<file path="src/rtl/mbc1_bus_arbiter.sv">
`default_nettype none
// ============================================================================
// Module   : mbc1_bus_arbiter
// Desc     : Two-port cartridge bus arbiter/sequencer with MBC1 register shadow
// Revision : 1.0 - initial release
// ============================================================================
module mbc1_bus_arbiter #(
    parameter int SETUP_CYCLES  = 1,
    parameter int STROBE_CYCLES = 2,
    parameter int HOLD_CYCLES   = 1
) (
    input  logic        CLK,
    input  logic        RESET,
    input  logic        CPU_REQ,
    input  logic        CPU_WE,
    input  logic [15:0] CPU_A,
    input  logic [7:0]  CPU_DO,
    output logic        CPU_ACK,
    output logic [7:0]  CPU_DI,
    input  logic        LD_REQ,
    input  logic        LD_WE,
    input  logic [15:0] LD_A,
    input  logic [7:0]  LD_DO,
    output logic        LD_ACK,
    output logic [7:0]  LD_DI,
    output logic [15:0] A,
    output logic [7:0]  D_OUT,
    output logic        D_OE,
    input  logic [7:0]  D_IN,
    output logic        n_WR,
    output logic        n_RD,
    output logic        n_CS,
    output logic        BUSY,
    output logic        GRANT,
    output logic        SH_RAMEN,
    output logic [4:0]  SH_BANK1,
    output logic [1:0]  SH_BANK2,
    output logic        SH_MODE,
    output logic [6:0]  ROM_BANK
);

    typedef enum logic [1:0] {
        ST_IDLE   = 2'd0,
        ST_SETUP  = 2'd1,
        ST_STROBE = 2'd2,
        ST_HOLD   = 2'd3
    } state_t;

    localparam logic [3:0] c_setup_last  = 4'(SETUP_CYCLES - 1);
    localparam logic [3:0] c_strobe_last = 4'(STROBE_CYCLES - 1);
    localparam logic [3:0] c_hold_last   = 4'(HOLD_CYCLES - 1);

    state_t      r_state;
    logic [3:0]  r_cnt;
    logic        r_rr_ld;
    logic        r_grant;
    logic [15:0] r_addr;
    logic [7:0]  r_data;
    logic        r_we;
    logic [7:0]  r_rd_data;
    logic        r_oe;
    logic        r_wr_n;
    logic        r_rd_n;
    logic        r_cs_n;
    logic        r_busy;
    logic        r_cpu_ack;
    logic        r_ld_ack;
    logic [7:0]  r_cpu_di;
    logic [7:0]  r_ld_di;
    logic        r_ramen;
    logic [4:0]  r_bank1;
    logic [1:0]  r_bank2;
    logic        r_mode;
    logic [6:0]  r_rom_bank;

    state_t      w_state_nxt;
    logic [3:0]  w_cnt_nxt;
    logic        w_take;
    logic        w_grant_nxt;
    logic [15:0] w_addr_nxt;
    logic [7:0]  w_data_nxt;
    logic        w_we_nxt;
    logic        w_active;
    logic        w_ack_nxt;
    logic [7:0]  w_rd_val;
    logic        w_ramen_nxt;
    logic [4:0]  w_bank1_nxt;
    logic [1:0]  w_bank2_nxt;
    logic        w_mode_nxt;
    logic [6:0]  w_rom_nxt;

    // Next-state and transaction latch; r_rr_ld set means the loader wins a tie.
    always_comb begin
        w_state_nxt = r_state;
        w_cnt_nxt   = r_cnt;
        w_take      = 1'b0;
        w_grant_nxt = r_grant;
        w_addr_nxt  = r_addr;
        w_data_nxt  = r_data;
        w_we_nxt    = r_we;
        case (r_state)
            ST_IDLE: begin
                if (CPU_REQ || LD_REQ) begin
                    w_take      = 1'b1;
                    w_grant_nxt = LD_REQ && (!CPU_REQ || r_rr_ld);
                    w_addr_nxt  = w_grant_nxt ? LD_A  : CPU_A;
                    w_data_nxt  = w_grant_nxt ? LD_DO : CPU_DO;
                    w_we_nxt    = w_grant_nxt ? LD_WE : CPU_WE;
                    w_state_nxt = ST_SETUP;
                    w_cnt_nxt   = 4'd0;
                end
            end
            ST_SETUP: begin
                if (r_cnt == c_setup_last) begin
                    w_state_nxt = ST_STROBE;
                    w_cnt_nxt   = 4'd0;
                end else begin
                    w_cnt_nxt = r_cnt + 4'd1;
                end
            end
            ST_STROBE: begin
                if (r_cnt == c_strobe_last) begin
                    w_state_nxt = ST_HOLD;
                    w_cnt_nxt   = 4'd0;
                end else begin
                    w_cnt_nxt = r_cnt + 4'd1;
                end
            end
            ST_HOLD: begin
                if (r_cnt == c_hold_last) begin
                    w_state_nxt = ST_IDLE;
                    w_cnt_nxt   = 4'd0;
                end else begin
                    w_cnt_nxt = r_cnt + 4'd1;
                end
            end
            default: begin
                w_state_nxt = ST_IDLE;
                w_cnt_nxt   = 4'd0;
            end
        endcase
    end

    // Pin outputs are registered, so they are derived from the next state.
    assign w_active  = (w_state_nxt != ST_IDLE);
    assign w_ack_nxt = (w_state_nxt == ST_HOLD) && (w_cnt_nxt == c_hold_last);
    // With a single HOLD cycle the read sample and the ACK share one edge.
    assign w_rd_val  = (r_state == ST_STROBE) ? D_IN : r_rd_data;

    always_comb begin
        w_ramen_nxt = r_ramen;
        w_bank1_nxt = r_bank1;
        w_bank2_nxt = r_bank2;
        w_mode_nxt  = r_mode;
        if (w_ack_nxt && r_we) begin
            case (r_addr[15:13])
                3'd0:    w_ramen_nxt = (r_data[3:0] == 4'hA);
                3'd1:    w_bank1_nxt = r_data[4:0];
                3'd2:    w_bank2_nxt = r_data[1:0];
                3'd3:    w_mode_nxt  = r_data[0];
                default: w_mode_nxt  = r_mode;
            endcase
        end
        w_rom_nxt = {w_bank2_nxt, (w_bank1_nxt == 5'd0) ? 5'd1 : w_bank1_nxt};
    end

    always_ff @(posedge CLK) begin
        if (RESET) begin
            r_state    <= ST_IDLE;
            r_cnt      <= 4'd0;
            r_rr_ld    <= 1'b0;
            r_grant    <= 1'b0;
            r_addr     <= 16'h0000;
            r_data     <= 8'h00;
            r_we       <= 1'b0;
            r_rd_data  <= 8'h00;
            r_oe       <= 1'b0;
            r_wr_n     <= 1'b1;
            r_rd_n     <= 1'b1;
            r_cs_n     <= 1'b1;
            r_busy     <= 1'b0;
            r_cpu_ack  <= 1'b0;
            r_ld_ack   <= 1'b0;
            r_cpu_di   <= 8'h00;
            r_ld_di    <= 8'h00;
            r_ramen    <= 1'b0;
            r_bank1    <= 5'd0;
            r_bank2    <= 2'd0;
            r_mode     <= 1'b0;
            r_rom_bank <= 7'd1;
        end else begin
            r_state   <= w_state_nxt;
            r_cnt     <= w_cnt_nxt;
            r_grant   <= w_grant_nxt;
            r_addr    <= w_addr_nxt;
            r_data    <= w_data_nxt;
            r_we      <= w_we_nxt;
            if (w_take) begin
                r_rr_ld <= ~w_grant_nxt;
            end
            if (r_state == ST_STROBE && w_state_nxt == ST_HOLD) begin
                r_rd_data <= D_IN;
            end
            r_oe      <= w_active && w_we_nxt;
            r_wr_n    <= !((w_state_nxt == ST_STROBE) && w_we_nxt);
            r_rd_n    <= !((w_state_nxt == ST_STROBE) && !w_we_nxt);
            r_cs_n    <= !(w_active && (w_addr_nxt[15:13] == 3'b101));
            r_busy    <= w_active;
            r_cpu_ack <= w_ack_nxt && !w_grant_nxt;
            r_ld_ack  <= w_ack_nxt && w_grant_nxt;
            if (w_ack_nxt && !w_we_nxt) begin
                if (w_grant_nxt) begin
                    r_ld_di <= w_rd_val;
                end else begin
                    r_cpu_di <= w_rd_val;
                end
            end
            r_ramen    <= w_ramen_nxt;
            r_bank1    <= w_bank1_nxt;
            r_bank2    <= w_bank2_nxt;
            r_mode     <= w_mode_nxt;
            r_rom_bank <= w_rom_nxt;
        end
    end

    assign A        = r_addr;
    assign D_OUT    = r_data;
    assign D_OE     = r_oe;
    assign n_WR     = r_wr_n;
    assign n_RD     = r_rd_n;
    assign n_CS     = r_cs_n;
    assign BUSY     = r_busy;
    assign GRANT    = r_grant;
    assign CPU_ACK  = r_cpu_ack;
    assign LD_ACK   = r_ld_ack;
    assign CPU_DI   = r_cpu_di;
    assign LD_DI    = r_ld_di;
    assign SH_RAMEN = r_ramen;
    assign SH_BANK1 = r_bank1;
    assign SH_BANK2 = r_bank2;
    assign SH_MODE  = r_mode;
    assign ROM_BANK = r_rom_bank;

endmodule
`default_nettype wire

</file>
<file path="config.mk">
export PLATFORM = sky130hd
export DESIGN_NAME = mbc1_bus_arbiter
export DESIGN_NICKNAME = d
export VERILOG_FILES = /design/src/rtl/mbc1_bus_arbiter.sv
export SDC_FILE = /design/constraint.sdc
export NUM_CORES = 1
export LEC_CHECK = 0
export BUFFER_PORTS_ARGS = -buffer_cell sky130_fd_sc_hd__buf_2
export CAP_MARGIN = 20
export CORE_MARGIN = 1
export CORE_UTILIZATION = 49
export DETAILED_ROUTE_END_ITERATION = 12
export PLACE_DENSITY = 0.88
export SLEW_MARGIN = 20
export SYNTH_ARGS = -nofsm -noshare
export SYNTH_HDL_FRONTEND = slang
export SYNTH_SLANG_ARGS = --single-unit
</file>
<file path="constraint.sdc">
create_clock -name CLK -period 4.2 [get_ports CLK]
set_clock_uncertainty 0.05 [all_clocks]
set_input_delay 0.84 -clock CLK [delete_from_list [all_inputs] [get_ports CLK]]
set_output_delay 0.84 -clock CLK [all_outputs]
set_load 0.05 [all_outputs]
</file>
==> metrics.md, run 1 <==
| Metric | Value |
|---|---|
| Post-synthesis sequential area ratio | 45.78% |
| DRC viols | 0 |
| Required time worst endpoint | 4.41 ns |
| Final hold violation count | 0 |
| Largest cells by area after synthesis | dfxtp_1, nand2_1, a311oi_1 |
| CTS tree | yes |
| Finished Core Util | 62.65% |
| Drt total wl | 8362 um |
| Crit end category | flop |
| Critical Path Max Stage Delay | 0.54 ns |
| Vias | 3,164 |
| Die area | 7298 um^2 |
| Die span in x | 85.43 um |
| Outcome | complete, no violations |
| All-Layer GR Usage | 23.44% |
| Post-synth EDFFs | 0 |
| Synth Register Bits | 78 |
| Post-route setup TNS | 0 ns |
| Top-count cell post-synth | nand2_1 |
| DR WL/cell | 14.13 um |
| Deepest clock path buffer count | 2 |
| Worst reg-to-reg path cell count | 6 |
| Die H | 85.43 um |
| Slew HR | 38.12% |
| RSZ-0062 raised after global routing | false |
| Post-CTS Resized | 0 |
| Nets | 572 |
| Gr ovfl total | 0 |
| Clk Latency, worst-skew pair | 0.35 ns |
| Crit-path cells | nand2b_1 > o22ai_1 > o32a_1 > nor3_4 > nand3_1 > mux2i_1 |
| Critical R2R Launch | r_state[0] |
| Synth Flop Type | dfxtp_1 |
| Final period utilization | 63.93% |
| Root buffer cell | clkbuf_8 |
| Arr. time, crit path | 2.90 ns |
| First-pass GRT wire length | 13,520 um |
| Leakage | 2.009 nW |
| CP Launch Type | flop |
| Initial DRC Count | 157 |
| Slowest cell on the critical path | nand3_1 |
| Max Fanout on Critical Path | 10 |
| Yosys warnings | 0 |
| Setup Buffers After CTS | 0 |
| Initial cell density of the core | 50.48% |
| Row Count | 30 |
| Max VDD drop | 0.3479 mV |
| Routed Antenna Nets | 0 |
| CP Capture Point | ROM_BANK[1] |
| # IOs | 126 |
| Core ar. | 6756 um^2 |
| Tmin final | 2.685 ns |
| Clock slew at reported path FFs | 0.08 ns |
| Number of global-route vias before repair | 3,000 |
| Largest net degree at the start of global routing | 61 |
| Reg-to-reg endpoint | ROM_BANK[1] |
| Antenna diodes | 0 |
| Cell variety after synth | 39 |
| Buffers on Ports | 125 |
| # clock sinks | 78 |
| Max Cap Violations | 0 |
| Final setup viols | 0 |
| Syn-to-layout area delta | 24.10% |
| Fmax | 372.5 MHz |
| DP HPWL | 6077 um |
| Cells after Synth | 396 |
| Worst setup path class | flop to flop |
| Worst Tran Pin Value | 0.9282 ns |
| Final slew viol count | 0 |
| R2r setup slk | 1.52 ns |
| Post-synth ARST share | 0% |
| PD cells | 553.4 nW/um^2 |
| Synth top cells by count | nand2_1, dfxtp_1, nor2_1, a311oi_1, nor2b_1 |
| Num CTS Buffers | 9 |
| Cts hold-fix bufs | 0 |
| DR pass1 iterations | 5 |
| Critical path origin | r_state[0] |
| Post-synth top area share | 45.78% |
| H-tree levels | 3 |
| GPL Wtd Cong | 0.8824 |
| Fillers | 594 |
| Mapped Area | 3411 um^2 |
| Number of vias per cell | 5.345 |
| Initial antenna violation count | 0 |
| Share of cells above drive strength 1 | 29.10% |
| Min-delay worst type | flop to flop |
| Syn Area/Cell | 8.613 um^2 |
| Cell taking the most area after synthesis | dfxtp_1 |
| Syn Nets | 461 |
==> worst max-delay path, delay by kind of cell, from the launching register on <==
| kind | cells | cell delay, ns |
|---|---|---|
| and+or+nand+nor | 3 | 1.25 |
| DFF | 1 | 0.52 |
| AOI/OAI and AO/OA | 2 | 0.45 |
| muxes | 1 | 0.33 |
==> layer usage <==
metal / track usage (%) / share of wire, % / vias to the layer above
met5: 0 / 0 / -
met4: 9.848 / 2.3 / 0
met3: 7.490 / 6.8 / 18
met2: 40.15 / 48 / 126
met1: 26.96 / 42 / 1444
li1: - / - / 1576
==> registers in the layout, indices dropped and copies added (netlist names), 2 cells and up <==
name       cells
D_OUT          8
LD_DI          8
CPU_DI         8
SH_BANK1       5
r_state        2
r_rd_data      8
r_cnt          4
ROM_BANK       7
A             16
==> area by class of cell <==
cell class	count	area [um^2]	share of cell area [%]
clock buffers	11	141.4	3.340
clock inverters	5	56.30	1.330
inverters	3	11.26	0.2660
multi-input cells	287	1714	40.50
flip-flops and latches	78	1562	36.89
well taps	80	100.1	2.365
repair buffers	128	648.1	15.31
==> power by group <==
| part | internal [mW] | total (mW) | switching [mW] |
|---|---|---|---|
| Combinational | 0.237 | 0.844 | 0.608 |
| Sequential | 0.844 | 0.939 | 0.0950 |
| Clock | 0.291 | 0.559 | 0.268 |
==> layout by cell type (no fill, tap or decap), types with 2 or more instances in the layout <==
master and count:
o21ai_1 3, mux2i_1 15, nor4_1 3, a22oi_1 2
nor2_1 35, a21oi_1 20, inv_1 3, ha_1 3
buf_4 3, dfxtp_1 78, nand2_1 93, clkbuf_8 10
nand3_1 4, mux2_1 16, nor2b_1 22, or4_1 2
clkinv_2 2, a311oi_1 25, nor3b_2 2, buf_2 125
xor2_1 2, nand2b_1 16, and2_1 4, nor3_1 5
==> stage by stage <==
stage | setup WS, ns | instances | area, um^2 | total power, mW | hold slack, ns
after floorplan | 1.826 | 396 | 3411 | 1.601 | 0.3344
after global placement | 1.415 | 576 | 4035 | 1.772 | 0.3778
after detailed placement | 1.350 | 576 | 4035 | 1.797 | 0.3839
after CTS | 1.496 | 592 | 4233 | 2.356 | 0.3973
after global routing | 1.335 | 592 | 4233 | 2.468 | 0.4245
final | 1.515 | 592 | 4233 | 2.343 | 0.4071
==> logic make-up after synthesis <==
kind of cell,synth area share [%]
multiplexers,9.684
XOR/XNOR,0.5137
AO/OA/AOI/OAI,12.36
buffers and inverters,3.962
AND/OR/NAND/NOR,26.60
adder cells (fa/ha/maj),1.101
flip-flops,45.78
==> worst min path at each step <==
stage,endpoint,start,cells after the start,slack (ns)
3_3_place_gp,n_WR,r_we,1,0.38
2_1_floorplan,n_WR,r_we,1,0.33
3_5_place_dp,n_WR,r_we,1,0.38
4_1_cts,n_WR,r_we,1,0.40
6_report,n_WR,r_we,1,0.41
5_1_grt,r_rd_data[4],r_rd_data[4],2,0.42
Power figures use the tool's default switching activity.
==> inputs of run 2 (changes only) <==
==> constraint.sdc (replaced) <==
create_clock -name CLK -period 2.75 [get_ports CLK]
set_clock_uncertainty 0.05 [all_clocks]
set_input_delay 0.55 -clock CLK [delete_from_list [all_inputs] [get_ports CLK]]
set_output_delay 0.55 -clock CLK [all_outputs]
set_load 0.05 [all_outputs]
==> run 2 against run 1 <==
- via count is 1.9% lower
- maximum frequency is 8.2% higher
- non-clock buffer count is 3 higher
- core utilization is 0.22 points lower
- critical endpoint is now LD_DI[6]
- largest cell class unchanged
- largest power group unchanged
==> metrics.md, run 2 (synthesis results as in run 1) <==
| Metric | Value |
|---|---|
| Cts hold-fix bufs | 0 (unchanged) |
| Antenna diodes | 0 (unchanged) |
| Final hold violation count | 0 (unchanged) |
| Largest net degree at the start of global routing | 66 (+8.2%) |
| DRC viols | 0 (unchanged) |
| Tmin final | 2.480 ns (-0.2044 ns) |
| Nets | 575 (+0.52%) |
| Initial cell density of the core | 50.48% (unchanged) |
| Min-delay worst type | input port to flop |
| Max Cap Violations | 0 (unchanged) |
| DP HPWL | 5840 um (-3.9%) |
| Number of global-route vias before repair | 2,912 (-2.9%) |
| Buffers on Ports | 125 (unchanged) |
| Root buffer cell | clkbuf_8 |
| Tot Pwr | 3.471 mW (+48%) |
| RSZ-0062 raised after global routing | false |
| Fmax | 403.2 MHz (+8.2%) |
| GPL Wtd Cong | 0.9505 (+7.7%) |
| Arr. time, crit path | 2.66 ns (-0.24 ns) |
| Drt total wl | 8136 um (-2.7%) |
| Die area | 7298 um^2 (unchanged) |
| Non-filler cells, final | 595 (+0.51%) |
| Min Hold Slack | 0.4081 ns (+0.001051 ns) |
| Deepest clock path buffer count | 2 (unchanged) |
| Outcome | complete, no violations |
| H-tree levels | 3 (unchanged) |
| # IOs | 126 (unchanged) |
| Number of vias per cell | 5.218 (-2.4%) |
| Most frequent cells in the layout | buf_2, nand2_1, dfxtp_1 |
| Max Fanout on Critical Path | 10 (unchanged) |
| Initial DRC Count | 161 (+2.5%) |
| Clk Latency, worst-skew pair | 0.35 ns (about the same) |
| Die H | 85.43 um (unchanged) |
| Commonest non-fill, non-tap cell in the layout | buf_2 |
| Slew HR | 30.12% (-8.0 points) |
| Initial antenna violation count | 0 (unchanged) |
| First-pass GRT wire length | 13,150 um (-2.8%) |
| DR pass1 iterations | 4 (-1) |
| Final period utilization | 90.20% (+26 points) |
| # clock sinks | 78 (unchanged) |
| Share of cells above drive strength 1 | 28.93% (-0.17 points) |
| Setup ws final | 0.2696 ns (-1.246 ns) |
| Leakage | 2.001 nW (-0.40%) |
| Clock slew at reported path FFs | 0.08 ns (about the same) |
| Post-route setup TNS | 0 ns (unchanged) |
| Vias | 3,105 (-1.9%) |
| Core ar. | 6756 um^2 (unchanged) |
| CTS tree | yes |
| Worst slack at placement | 0.2466 ns (-1.103 ns) |
| Worst Tran Pin Value | 1.048 ns (+0.1200 ns) |
| Syn-to-layout area delta | 23.66% |
| Cell Count Post-Placement | 579 (+0.52%) |
| Final setup viols | 0 (unchanged) |
| Die span in x | 85.43 um (unchanged) |
| Num CTS Buffers | 9 (unchanged) |
| Max FFs per register | 16 (unchanged) |
| Post-CTS Resized | 0 (unchanged) |
| Row Count | 30 (unchanged) |
| Max VDD drop | 0.5599 mV (+61%) |
| Required time worst endpoint | 2.93 ns (-1.48 ns) |
| Worst setup path class | flop to flop |
| Crit end category | flop |
| All-Layer GR Usage | 22.78% (-0.66 points) |
| CP Launch Type | flop |
| Routed Antenna Nets | 0 (unchanged) |
| Final slew viol count | 0 (unchanged) |
| PD cells | 823.0 nW/um^2 (+49%) |
| Fillers | 578 (-2.7%) |
| Setup Buffers After CTS | 0 (unchanged) |
| DR WL/cell | 13.67 um (-3.2%) |
| Gr ovfl total | 0 (unchanged) |
==> run 2: report_power, final <==
| group | switching [mW] | internal (mW) |
|---|---|---|
| Clock | 0.400 | 0.330 |
| Sequential | 0.143 | 1.29 |
| Combinational | 0.939 | 0.370 |
| Total | 1.48 | 1.99 |
==> run 2: layout make-up <==
type                    count  area, um^2  area share, %
clock inverters             3       21.27         0.5043
clock buffers              13       138.9          3.293
well taps                  80       100.1          2.373
repair buffers            131       670.6          15.90
flip-flops and latches     78        1562          37.02
inverters                   3       11.26         0.2670
multi-input cells         287        1714          40.64
==> run 2: path summary, 6_finish.rpt <==
kind	start	end	slack, ns	cells past startpoint
worst max register to register	r_state[0]	LD_DI[6]	0.27	6
worst min-delay path	LD_A[6]	A[6]	0.41	3
worst max-delay path	r_state[0]	LD_DI[6]	0.27	6
worst min register to register	r_rd_data[2]	r_rd_data[2]	0.41	2
==> run 2: per-stage QoR <==
step / area (um^2) / utilization (%)
after floorplan: 3411 / -
after global placement: 4058 / 60.06
after detailed placement: 4058 / 60.06
after CTS: 4218 / 62.43
after global routing: 4218 / 62.43
final: 4218 / 62.43
==> run 2: worst max-delay path, stage by stage, from the launching register on <==
cell	delay, ns
dfxtp_1	0.54
nand2b_1	0.38
o22ai_1	0.19
o32a_1	0.23
nor3_4	0.29
nand3b_2	0.29
mux2_1	0.39
==> run 2: metal layers <==
layer / track usage [%] / routed length [um] / up-vias
met5: 0 / 0 / -
met4: 7.121 / 48 / 0
met3: 7.879 / 597 / 4
met2: 39.27 / 3992 / 118
met1: 26.59 / 3497 / 1405
li1: - / - / 1578
